<file path="config.mk">
export PLATFORM = sky130hd
export DESIGN_NAME = res_station_bank_flat
export DESIGN_NICKNAME = d
export VERILOG_FILES = /design/src/rtl/res_station_bank_if.sv /design/src/rtl/res_station_bank.sv /design/src/flat_wrapper.sv
export SDC_FILE = /design/constraint.sdc
export NUM_CORES = 1
export LEC_CHECK = 0
export ABC_AREA = 1
export ABC_CLOCK_PERIOD_IN_PS = 3800
export CAP_MARGIN = 20
export CORE_ASPECT_RATIO = 0.7
export CORE_MARGIN = 5
export CORE_UTILIZATION = 40
export DETAILED_ROUTE_END_ITERATION = 12
export HOLD_SLACK_MARGIN = 0.12
export SKIP_CTS_REPAIR_TIMING = 1
export SLEW_MARGIN = 20
export SYNTH_ARGS = -nofsm -noshare
export SYNTH_HDL_FRONTEND = slang
export SYNTH_SLANG_ARGS = --single-unit
</file>
<file path="constraint.sdc">
create_clock -name clk -period 3.8 [get_ports clk]
set_clock_uncertainty 0.1 [all_clocks]
set_input_delay 0.76 -clock clk [delete_from_list [all_inputs] [get_ports clk]]
set_output_delay 0.76 -clock clk [all_outputs]
set_load 0.05 [all_outputs]
</file>
<file path="src/rtl/res_station_bank_if.sv">
// Dispatch, CDB and issue signal bundle for the reservation station bank.
// The bank takes the slave modport; the dispatch/CDB/FU side takes the master modport.
interface res_station_bank_if #(
  parameter int data_width  = 16,
  parameter int tag_width   = 3,
  parameter int num_entries = 4,
  parameter int op_width    = 4
);
  localparam int count_width = $clog2(num_entries + 1);

  logic                   disp_valid;
  logic [op_width-1:0]    disp_op;
  logic [data_width-1:0]  disp_Vj;
  logic [data_width-1:0]  disp_Vk;
  logic [tag_width-1:0]   disp_Qj;
  logic [tag_width-1:0]   disp_Qk;
  logic                   disp_Vj_valid;
  logic                   disp_Vk_valid;
  logic [tag_width-1:0]   disp_dest;
  logic                   full;
  logic [count_width-1:0] count;

  logic                   cdb_valid;
  logic [tag_width-1:0]   cdb_tag;
  logic [data_width-1:0]  cdb_data;

  logic                   issue_ready;
  logic                   issue_valid;
  logic [op_width-1:0]    issue_op;
  logic [data_width-1:0]  issue_Vj;
  logic [data_width-1:0]  issue_Vk;
  logic [tag_width-1:0]   issue_dest;

  modport master (
    output disp_valid, disp_op, disp_Vj, disp_Vk, disp_Qj, disp_Qk,
           disp_Vj_valid, disp_Vk_valid, disp_dest,
           cdb_valid, cdb_tag, cdb_data, issue_ready,
    input  full, count, issue_valid, issue_op, issue_Vj, issue_Vk, issue_dest
  );

  modport slave (
    input  disp_valid, disp_op, disp_Vj, disp_Vk, disp_Qj, disp_Qk,
           disp_Vj_valid, disp_Vk_valid, disp_dest,
           cdb_valid, cdb_tag, cdb_data, issue_ready,
    output full, count, issue_valid, issue_op, issue_Vj, issue_Vk, issue_dest
  );
endinterface

</file>
<file path="src/rtl/res_station_bank.sv">
// N-entry reservation station bank: lowest-free allocation, CDB operand wakeup
// with dispatch bypass, and oldest-ready-first issue to one functional unit.
module res_station_bank #(
  parameter int data_width  = 16,
  parameter int tag_width   = 3,
  parameter int num_entries = 4,
  parameter int op_width    = 4
) (
  input  logic               clk,
  input  logic               flush,
  res_station_bank_if.slave  bus
);
  localparam int count_width = $clog2(num_entries + 1);

  logic [num_entries-1:0] busy_reg;
  logic [num_entries-1:0] vj_valid_reg;
  logic [num_entries-1:0] vk_valid_reg;
  logic [op_width-1:0]    op_reg   [num_entries];
  logic [data_width-1:0]  vj_reg   [num_entries];
  logic [data_width-1:0]  vk_reg   [num_entries];
  logic [tag_width-1:0]   qj_reg   [num_entries];
  logic [tag_width-1:0]   qk_reg   [num_entries];
  logic [tag_width-1:0]   dest_reg [num_entries];
  // older_reg[i][j] set means entry i was dispatched before entry j
  logic [num_entries-1:0] older_reg [num_entries];

  logic [num_entries-1:0] ready;
  logic [num_entries-1:0] sel;
  logic [num_entries-1:0] alloc_oh;
  logic [count_width-1:0] count_comb;
  logic                   full;
  logic                   disp_accept;
  logic                   issue_fire;
  logic                   bypass_j;
  logic                   bypass_k;
  logic [data_width-1:0]  new_vj;
  logic [data_width-1:0]  new_vk;

  assign ready = busy_reg & vj_valid_reg & vk_valid_reg;

  // An entry is selected when it is ready and no older entry is ready.
  generate
    for (genvar gi = 0; gi < num_entries; gi++) begin : g_sel
      logic [num_entries-1:0] older_ready;
      for (genvar gj = 0; gj < num_entries; gj++) begin : g_col
        if (gj == gi) begin : g_self
          assign older_ready[gj] = 1'b0;
        end else begin : g_other
          assign older_ready[gj] = ready[gj] && older_reg[gj][gi];
        end
      end
      assign sel[gi] = ready[gi] && !(|older_ready);
    end
  endgenerate

  // Descending scan so the lowest free index wins.
  always_comb begin
    alloc_oh = '0;
    for (int i = num_entries - 1; i >= 0; i--) begin
      if (!busy_reg[i]) begin
        alloc_oh    = '0;
        alloc_oh[i] = 1'b1;
      end
    end
  end

  always_comb begin
    count_comb = '0;
    for (int i = 0; i < num_entries; i++) begin
      count_comb = count_comb + count_width'(busy_reg[i]);
    end
  end

  assign full        = &busy_reg;
  assign disp_accept = bus.disp_valid && !full;
  assign issue_fire  = bus.issue_ready && (|sel);

  assign bypass_j = bus.cdb_valid && !bus.disp_Vj_valid && (bus.disp_Qj == bus.cdb_tag);
  assign bypass_k = bus.cdb_valid && !bus.disp_Vk_valid && (bus.disp_Qk == bus.cdb_tag);
  assign new_vj   = bypass_j ? bus.cdb_data : bus.disp_Vj;
  assign new_vk   = bypass_k ? bus.cdb_data : bus.disp_Vk;

  always_comb begin
    bus.issue_op   = '0;
    bus.issue_Vj   = '0;
    bus.issue_Vk   = '0;
    bus.issue_dest = '0;
    for (int i = 0; i < num_entries; i++) begin
      if (sel[i]) begin
        bus.issue_op   = bus.issue_op   | op_reg[i];
        bus.issue_Vj   = bus.issue_Vj   | vj_reg[i];
        bus.issue_Vk   = bus.issue_Vk   | vk_reg[i];
        bus.issue_dest = bus.issue_dest | dest_reg[i];
      end
    end
  end

  assign bus.issue_valid = |sel;
  assign bus.full        = full;
  assign bus.count       = count_comb;

  always_ff @(posedge clk) begin
    if (flush) begin
      busy_reg     <= '0;
      vj_valid_reg <= '0;
      vk_valid_reg <= '0;
      for (int i = 0; i < num_entries; i++) begin
        op_reg[i]    <= '0;
        vj_reg[i]    <= '0;
        vk_reg[i]    <= '0;
        qj_reg[i]    <= '0;
        qk_reg[i]    <= '0;
        dest_reg[i]  <= '0;
        older_reg[i] <= '0;
      end
    end else begin
      for (int i = 0; i < num_entries; i++) begin
        if (issue_fire && sel[i]) begin
          busy_reg[i] <= 1'b0;
        end else if (disp_accept && alloc_oh[i]) begin
          busy_reg[i]     <= 1'b1;
          op_reg[i]       <= bus.disp_op;
          vj_reg[i]       <= new_vj;
          vk_reg[i]       <= new_vk;
          qj_reg[i]       <= bus.disp_Qj;
          qk_reg[i]       <= bus.disp_Qk;
          vj_valid_reg[i] <= bus.disp_Vj_valid || bypass_j;
          vk_valid_reg[i] <= bus.disp_Vk_valid || bypass_k;
          dest_reg[i]     <= bus.disp_dest;
        end else if (busy_reg[i]) begin
          if (bus.cdb_valid && !vj_valid_reg[i] && (qj_reg[i] == bus.cdb_tag)) begin
            vj_reg[i]       <= bus.cdb_data;
            vj_valid_reg[i] <= 1'b1;
          end
          if (bus.cdb_valid && !vk_valid_reg[i] && (qk_reg[i] == bus.cdb_tag)) begin
            vk_reg[i]       <= bus.cdb_data;
            vk_valid_reg[i] <= 1'b1;
          end
        end
        // New entry is younger than everything; stale bits of free entries are rewritten on reuse.
        if (disp_accept) begin
          if (alloc_oh[i]) begin
            older_reg[i] <= '0;
          end else begin
            older_reg[i] <= older_reg[i] | alloc_oh;
          end
        end
      end
    end
  end
endmodule

</file>
<file path="src/flat_wrapper.sv">
// flat-port wrapper written by rule: the top's interface ports become plain ports
module res_station_bank_flat 
#(
  parameter int data_width  = 16,
  parameter int tag_width   = 3,
  parameter int num_entries = 4,
  parameter int op_width    = 4
)
  (clk, flush, bus_disp_valid, bus_disp_op, bus_disp_Vj, bus_disp_Vk, bus_disp_Qj, bus_disp_Qk, bus_disp_Vj_valid, bus_disp_Vk_valid, bus_disp_dest, bus_cdb_valid, bus_cdb_tag, bus_cdb_data, bus_issue_ready, bus_full, bus_count, bus_issue_valid, bus_issue_op, bus_issue_Vj, bus_issue_Vk, bus_issue_dest);
  res_station_bank_if #(.data_width(data_width), .tag_width(tag_width), .num_entries(num_entries), .op_width(op_width)) bus_i ();
  input  logic clk;
  input  logic flush;
  input wire logic [$bits(bus_i.disp_valid)-1:0] bus_disp_valid;
  input wire logic [$bits(bus_i.disp_op)-1:0] bus_disp_op;
  input wire logic [$bits(bus_i.disp_Vj)-1:0] bus_disp_Vj;
  input wire logic [$bits(bus_i.disp_Vk)-1:0] bus_disp_Vk;
  input wire logic [$bits(bus_i.disp_Qj)-1:0] bus_disp_Qj;
  input wire logic [$bits(bus_i.disp_Qk)-1:0] bus_disp_Qk;
  input wire logic [$bits(bus_i.disp_Vj_valid)-1:0] bus_disp_Vj_valid;
  input wire logic [$bits(bus_i.disp_Vk_valid)-1:0] bus_disp_Vk_valid;
  input wire logic [$bits(bus_i.disp_dest)-1:0] bus_disp_dest;
  input wire logic [$bits(bus_i.cdb_valid)-1:0] bus_cdb_valid;
  input wire logic [$bits(bus_i.cdb_tag)-1:0] bus_cdb_tag;
  input wire logic [$bits(bus_i.cdb_data)-1:0] bus_cdb_data;
  input wire logic [$bits(bus_i.issue_ready)-1:0] bus_issue_ready;
  output wire logic [$bits(bus_i.full)-1:0] bus_full;
  output wire logic [$bits(bus_i.count)-1:0] bus_count;
  output wire logic [$bits(bus_i.issue_valid)-1:0] bus_issue_valid;
  output wire logic [$bits(bus_i.issue_op)-1:0] bus_issue_op;
  output wire logic [$bits(bus_i.issue_Vj)-1:0] bus_issue_Vj;
  output wire logic [$bits(bus_i.issue_Vk)-1:0] bus_issue_Vk;
  output wire logic [$bits(bus_i.issue_dest)-1:0] bus_issue_dest;
  assign bus_i.disp_valid = bus_disp_valid;
  assign bus_i.disp_op = bus_disp_op;
  assign bus_i.disp_Vj = bus_disp_Vj;
  assign bus_i.disp_Vk = bus_disp_Vk;
  assign bus_i.disp_Qj = bus_disp_Qj;
  assign bus_i.disp_Qk = bus_disp_Qk;
  assign bus_i.disp_Vj_valid = bus_disp_Vj_valid;
  assign bus_i.disp_Vk_valid = bus_disp_Vk_valid;
  assign bus_i.disp_dest = bus_disp_dest;
  assign bus_i.cdb_valid = bus_cdb_valid;
  assign bus_i.cdb_tag = bus_cdb_tag;
  assign bus_i.cdb_data = bus_cdb_data;
  assign bus_i.issue_ready = bus_issue_ready;
  assign bus_full = bus_i.full;
  assign bus_count = bus_i.count;
  assign bus_issue_valid = bus_i.issue_valid;
  assign bus_issue_op = bus_i.issue_op;
  assign bus_issue_Vj = bus_i.issue_Vj;
  assign bus_issue_Vk = bus_i.issue_Vk;
  assign bus_issue_dest = bus_i.issue_dest;
  res_station_bank #(.data_width(data_width), .tag_width(tag_width), .num_entries(num_entries), .op_width(op_width)) u_core (.clk(clk), .flush(flush), .bus(bus_i));
endmodule
</file>
# Yosys cells after proc, flatten, opt, wreduce, memory -nomap -nowiden
# Memories as Yosys holds them, arrays and structs flattened.
# Cells that the tools add are included.
# classes
n_addsub	3
n_eq_ne	10
n_mux	184
n_bitwise	62
reduce_logical	93
# op_table
operator	n
$mux W16	26
$mux W1	122
$or A16 B16 Y16	6
$mux W4	20
$mux W3	16
$logic_and A1 B1 Y1	46
$or A1 B1 Y1	40
$eq A3 B3 Y1	10
$or A4 B4 Y4	7
$reduce_and A3 Y1	8
$reduce_bool A2 Y1	12
$logic_not A1 Y1	15
$reduce_or A3 Y1	4
$or A3 B3 Y3	3
$and A4 B4 Y4	2
$reduce_or A2 Y1	4
$add A3 B1 Y3	2
$not A1 Y1	4
$reduce_and A4 Y1	1
$reduce_or A4 Y1	1
$add A1 B1 Y2	1
$logic_or A1 B1 Y1	2
# word_totals
register_bits	12
ram_bits	196
inputBits	71
out_inout_bits	44
word_cells	371
memories	7
# mem_list
name	words	width	read_ports	rd_ports_with_merged_regs	write_ports	line_no	text
u_core.vj_reg	4	16	4	0	4	res_station_bank.sv:19	logic [data_width-1:0] vj_reg [num_entries];
u_core.vk_reg	4	16	4	0	4	res_station_bank.sv:20	logic [data_width-1:0] vk_reg [num_entries];
u_core.older_reg	4	4	4	0	4	res_station_bank.sv:25	logic [num_entries-1:0] older_reg [num_entries];
u_core.op_reg	4	4	4	0	4	res_station_bank.sv:18	logic [op_width-1:0] op_reg [num_entries];
u_core.dest_reg	4	3	4	0	4	res_station_bank.sv:23	logic [tag_width-1:0] dest_reg [num_entries];
u_core.qj_reg	4	3	4	0	4	res_station_bank.sv:21	logic [tag_width-1:0] qj_reg [num_entries];
1 more memories	n/a	n/a	n/a	n/a	n/a	n/a	

# Longest topological paths before layout
# Gate-level depths: netlist (run 1).
# depth
word_depth	14
ltp_mapped	13
mapped_depth_nobuf	12

# Least setup slack after synthesis (run 1)
# Ideal clock, no wire load.
# synth_path
kind	input -> register
startpoint	in bus_cdb_tag[1]
endpoint	mem u_core.vk_reg[1][0] (enable)
setup_ns	0.417
t_arrival_ns	2.259
required_ns	3.283
setup_slack_ns	1.024
path_stages	8
n_path_buf	2
path_cell_list	buf_2 inv_2 or2_2 nand3_1 nor3b_2 nand2_1 clkbuf_1 nand3_1
# synth_rtl
item	line_no	text
start, declared	flat_wrapper.sv:23	input wire logic [$bits(bus_i.cdb_tag)-1:0] bus_cdb_tag;
end, declared	res_station_bank.sv:20	

# Worst setup path after layout (run 1)
# layout_path
startpoint	reg u_core.busy_reg[1]
endpoint	out bus_count[1]
# layout_via
elab_chain_len	3
# layout_rtl
item	line_no	text
start, declared	res_station_bank.sv:15	logic [num_entries-1:0] busy_reg;
start signal, assigned	res_station_bank.sv:104	busy_reg <= '0;
start signal, assigned by index	res_station_bank.sv:119	busy_reg[i] <= 1'b0;
start signal, assigned by index	res_station_bank.sv:121	busy_reg[i] <= 1'b1;
$add A1 B1 Y2	res_station_bank.sv:70	count_comb = count_comb + count_width'(busy_reg[i]);
$add A3 B1 Y3 (2 in a row)	res_station_bank.sv:70	
end, declared	flat_wrapper.sv:27	output wire logic [$bits(bus_i.count)-1:0] bus_count;
# No other way between the ends.

==> impl_metrics.yaml, run 1 <==
outcome:
  status: "finished, final reports clean"
power:
  p_leak_uw: 0.00529
  pwr_density_cell_nw_per_um2: 408
  p_total_uw: 5190
  ir_drop_mv: 0.296
final_layout:
  antenna_cells: 0
  multi_input_area_um2: 3790
  drive_gt1_share_pct: 11.1
  fin_util_pct: 49.5
  register_area_um2: 6010
  nets: 1363
  n_fill_cell: 2432
  area.growth.synth_to_final_pct: 21.9
routing:
  met2_length_mm: 13.6
  ant_nets: 0
  first_pass_iters: 5
  met3WireLength_mm: 3.58
  vias: 8981
  vias_per_cell: 5.50
  wl_per_cell_um: 19.9
  wl_met1_mm: 14.8
  routed_wl_mm: 32.6
  drtIter0Drc: 879
  drc: 0
  top_layer_used: "met4"
worst_setup_path:
  cp-end-kind: "output pin"
  crit_type: "reg -> out"
  cp-start-kind: "register"
  cp_common_cell: "ha_1"
  path_cells: "inv_2, ha_1, inv_1, fa_1, ha_1, clkdlybuf4s50_1"
  cp.arrival_ps: 2800
  r2r_slack_ps: 960
  cp_slowest_cell: "clkdlybuf4s50_1"
  critPathMaxFanout: 5
  max_stage_delay_ps: 790
  reg2reg_depth: 9
  worstPathRequired_ps: 2940
clock_network:
  clkSinkCount: 204
  cts_tree: "done"
  clkLatencyLatePin_ps: 520
  clk_pin_slew_ps: 60
  clk_path_buf_depth: 3
  cts_buffers: 22
  cts-htree-levels: 1
  clock-root-buffer: "clkbuf_16"
placed_design:
  place_congestion: 0.891
  io_buffers: 114
  dpl.hpwl_mm: 22.3
timing:
  min_period_over_period_pct: 96.4
  whs_ps: 456
  setup_viol: 0
  slew_headroom_pct: 43.5
  max_freq_mhz: 273
  finalHoldViolCount: 0
  min_period_ps: 3660
  rsz0062_at_grt: "no"
  slew_viol_final: 0
  worst_pin_slew_ps: 847
  finalSetupTns_ps: 0
floorplanning:
  start_util_pct: 40.6
  ios: 115
  die_h_um: 145
  die_x_um: 203
  dieArea_um2: 29400
  row_count: 49
  core_area_um2: 25700
synth:
  postSynthAreaPerCell_um2: 8.95
  synth-edff-count: 192
  syn_area_um2: 10400
  synth_top_area_share_pct: 55.3
  syn_inst: 1165
  yosysTopAreaCell: "edfxtp_1"
  ys.flop_type: "edfxtp_1"
  ys_ff_latch: 204
  syn_nets: 1240
  synthTopCellsByArea: "edfxtp_1, nand2_1, o21ai_0"
  ys_seq_area_share_pct: 57.6
  yosysUniqueCellTypes: 39
  ys.warnings.count: 0
  ys_async_sr_fraction_pct: 0
min_path:
  hp-class: "reg -> reg"
  hold_path_depth: 2
job:
  drv_cap: 0
global_routing:
  grt_max_degree: 42
  grt_overflow_total: 0
  grt_pass1_vias: 8468
  grtUsageTotal_pct: 21.3
  antenna_found_initial: 1
  grt_pass1_wl_mm: 49.7
power breakdown:
group,internal (µW),total (µW),leakage (µW),switching (µW)
logic,159,468,0.00284,309
clock network,1200,2090,0.000330,889
registers,2590,2630,0.00211,44.7
total,3950,5190,0.00529,1240
synthesized netlist by cell type, types with 2 or more instances:
cell / instances
a211oi_1: 2
a21oi_1: 64
buf_1: 3
buf_2: 25
buf_4: 3
clkbuf_1: 29
dfxtp_1: 12
edfxtp_1: 192
ha_1: 3
inv_1: 93
inv_2: 11
nand2_1: 312
nand2_2: 5
nand3_1: 21
nand4_1: 50
nor2_1: 134
nor2_2: 2
nor3_1: 4
nor4_1: 2
o211a_1: 5
o211ai_1: 12
o21ai_0: 109
o21ai_1: 15
o21bai_1: 7
o22ai_1: 20
or2_2: 4
xnor2_1: 7
xor2_1: 8
final timing paths:
check                              start                endpoint
setup reg to reg      u_core.busy_reg[3]     u_core.vj_reg[0][4]
hold / removal    u_core.vk_valid_reg[2]  u_core.vk_valid_reg[2]
hold reg to reg   u_core.vk_valid_reg[2]  u_core.vk_valid_reg[2]
setup / recovery      u_core.busy_reg[1]            bus_count[1]
cell usage in the layout, fill, tap and decap left out, types with 15 or more instances in the layout:
master,n
inv_1,93
clkdlybuf4s50_1,74
nand2_1,312
nor2_1,131
nand3_1,21
clkbuf_16,22
a21oi_1,64
o22ai_1,20
edfxtp_1,192
o21ai_1,15
o21ai_0,109
buf_4,81
nand4_1,50
worst max-delay path: cells and delay by family (launching register included):
family | cells | cell delay [ps]
DFF | 1 | 410
buffers and inverters | 3 | 920
adders and majority gates | 3 | 970
metal layers:
layer / up-vias / GRT usage [%]
met1: 4193 / 32.9
met4: 0 / 3.93
met5: - / 0
met2: 505 / 31.2
met3: 40 / 4.82
li1: 4243 / -
final cells by class:
cell class	count	area share [%]
multi-input combinational	797	29.8
sequential	204	47.2
clock inverter	11	0.896
timing repair buffer	159	11.2
clock buffer	27	4.48
inverter	104	3.07
tap	331	3.26
logic make-up after synthesis:
logic type | Yosys count | share of synthesized area [%]
xor+xnor | 15 | 1.26
flops | 204 | 57.6
buf+inv | 164 | 6.31
fa+ha+maj | 4 | 0.552
simple gates | 540 | 21.7
compound gates | 238 | 12.5
metrics by stage:
step	instances	setup slack (ps)	area, µm²
2_1_floorplan	1165	1020	10400
3_3_place_gp	1595	477	12000
3_5_place_dp	1595	459	12000
4_1_cts	1633	103	12700
5_1_grt	1633	30.0	12700
6_report	1633	135	12700
(Power assumes the default switching activity.)
==> run 2, diff against run 1 <==
--- a/config.mk
+++ b/config.mk
@@ -18,3 +18,4 @@
 export SYNTH_ARGS = -nofsm -noshare
 export SYNTH_HDL_FRONTEND = slang
 export SYNTH_SLANG_ARGS = --single-unit
+export TNS_END_PERCENT = 5
==> results of run 2 <==
No change in the layout: final DEF, timing and power equal those of run 1.
==> run 3, diff against run 2 <==
--- a/config.mk
+++ b/config.mk
@@ -9,9 +9,10 @@
 export ABC_CLOCK_PERIOD_IN_PS = 3800
 export CAP_MARGIN = 20
 export CORE_ASPECT_RATIO = 0.7
-export CORE_MARGIN = 5
+export CORE_MARGIN = 2
 export CORE_UTILIZATION = 40
 export DETAILED_ROUTE_END_ITERATION = 12
+export GPL_ROUTABILITY_DRIVEN = 0
 export HOLD_SLACK_MARGIN = 0.12
 export SKIP_CTS_REPAIR_TIMING = 1
 export SLEW_MARGIN = 20
==> run 3 against run 2 <==
  * Total power down 2.6%
  * Combinational power about the same
  * Register-to-register slack about the same
  * Core utilization down 0.32 points
  * Setup slack better by 120 ps
  * Clock-buffer cell count down 3
  * Routed wire length down 1.2%
  * Critical path type unchanged
  * Critical endpoint is now bus_count[0]
  * Largest cell class unchanged
==> impl_metrics.yaml, run 3 (synthesized netlist as in run 1, its figures left out) <==
worst_setup_path:
  critPathMaxFanout: 5
  cp-start-kind: "register"
  critical_path_buf_inv_count: 3
  r2r_slack_ps: 950
  crit_type: "reg -> out"
  cp_slowest_cell: "clkdlybuf4s50_1"
  worstReg2RegStart: "u_core.busy_reg[0]"
  worstPathRequired_ps: 2940
  cp-end-kind: "output pin"
  cp.arrival_ps: 2690
  path_cells: "inv_2, ha_1, inv_1, fa_1, clkdlybuf4s50_1"
  reg2reg_depth: 10
  max_stage_delay_ps: 790
  reg2reg_to: "u_core.vj_reg[0][8]"
  cpLargestDelayFamily: "buffers and inverters"
routing:
  vias_per_cell: 5.47
  vias: 8885
  wl_met1_mm: 14.6
  met3WireLength_mm: 3.40
  met2_length_mm: 13.8
  top_layer_used: "met4"
  routed_wl_mm: 32.2
  ant_nets: 0
  drtIter0Drc: 1034
  first_pass_iters: 8
  drc: 0
  wl_per_cell_um: 19.8
floorplanning:
  row_count: 49
  ios: 115
  dieArea_um2: 27400
  die_x_um: 197
  core_area_um2: 25600
  start_util_pct: 40.7
  die_h_um: 139
clock_network:
  clk_path_buf_depth: 3
  clkLatencyLatePin_ps: 530
  cts-htree-levels: 1
  cts_buffers: 22
  clk_pin_slew_ps: 70
  clkSinkCount: 204
  cts_tree: "done"
  clock-root-buffer: "clkbuf_16"
power:
  ir_drop_mv: 0.279
  p_int_uw: 3800
  p_leak_uw: 0.00525
  pwr_density_cell_nw_per_um2: 401
  switching_share_pct: 24.7
  power_frac_comb_pct: 9.2
  power_frac_seq_pct: 52.2
  p_clk_share_pct: 38.6
  p_sw_uw: 1250
timing:
  slew_viol_final: 0
  whs_ps: 436
  rsz0062_at_grt: "no"
  finalHoldViolCount: 0
  slew_headroom_pct: 37.6
  min_period_ps: 3550
  max_freq_mhz: 282
  min_period_over_period_pct: 93.4
  finalSetupTns_ps: 0
  worst_pin_slew_ps: 935
  setup_viol: 0
placed_design:
  io_buffers: 114
  dp.cells: 1585
  placed_cell_area_um2: 12000
  dpl.hpwl_mm: 21.2
outcome:
  status: "finished, final reports clean"
final_layout:
  stdcell_count: 1623
  antenna_cells: 0
  multi_input_area_um2: 3790
  fin_util_pct: 49.2
  drive_gt1_share_pct: 10.4
  area.growth.synth_to_final_pct: 20.9
  layout_commonest_cell: "nand2_1"
  final_cell_mix: "nand2_1, edfxtp_1, nor2_1"
  post-route-cell-area_um2: 12600
  register_area_um2: 6010
  nets: 1353
  n_fill_cell: 2479
min_path:
  hold_path_depth: 2
  hp-start: "u_core.vk_valid_reg[2]"
  hp-class: "reg -> reg"
  min_to: "u_core.vk_valid_reg[2]"
global_routing:
  antenna_found_initial: 0
  grt_max_degree: 42
  grt_pass1_vias: 8196
  grt_overflow_total: 0
  grt_pass1_wl_mm: 48.9
  grtUsageTotal_pct: 23.4
job:
  drv_cap: 0
## run 3: cell types whose count changed in the layout (fill, tap and decap cells not counted)
cell | before | now
buf_4 | 81 | 70
clkinv_2 | 3 | 7
clkbuf_1 | 5 | 2
bufinv_16 | 2 | 0
clkinv_1 | 4 | 6
buf_12 | 4 | 5
clkdlybuf4s50_1 | 74 | 73
clkinvlp_4 | 1 | 0
dlymetal6s2s_1 | 0 | 1
## run 3: layout make-up
class | count | share of cell area, %
clock inverters | 14 | 0.586
clock buffers | 24 | 4.43
flip-flops and latches | 204 | 47.7
inverters | 104 | 3.10
well taps | 331 | 3.29
multi-input cells | 797 | 30.1
repair buffers | 149 | 10.9
## run 3: worst max-delay path by stage
stage                                   from             endpoint  slack, ps  cells past startpoint
after floorplan               bus_cdb_tag[1]  u_core.vk_reg[1][0]       1020                      8
after global placement        bus_cdb_tag[2]  u_core.vk_reg[3][7]        510                      9
after detailed placement      bus_cdb_tag[2]  u_core.vk_reg[3][7]        460                      9
after CTS                 u_core.busy_reg[1]         bus_count[1]         60                      6
after global routing      u_core.busy_reg[3]     bus_issue_Vk[11]        110                      8
final                     u_core.busy_reg[1]         bus_count[0]        250                      5
## run 3: per-layer routing
layer / vias up / global-route usage, %
met3: 40 / 3.70
li1: 4214 / -
met5: - / 0
met1: 4145 / 36.6
met4: 0 / 4.71
met2: 486 / 34.1
## run 3: stage by stage
stage               total power (µW)  setup WS [ps]
floorplan                       2920           1020
global placement                3140            515
detailed placement              3140            460
CTS                             5070           62.6
global route                    5220            114
finish                          5060            253
## run 3: worst min-delay path, stage by stage (launching register included)
cell and delay (ps):
dfxtp_1 350, inv_1 70, a31oi_1 70
## run 3: power by group through the flow
stage	Clock (µW)	Sequential [µW]	Combinational, µW
2_1_floorplan	0	2670	249
3_3_place_gp	0	2680	455
3_5_place_dp	0	2680	459
4_1_cts	1970	2640	460
5_1_grt	2060	2650	506
6_report	1950	2640	465
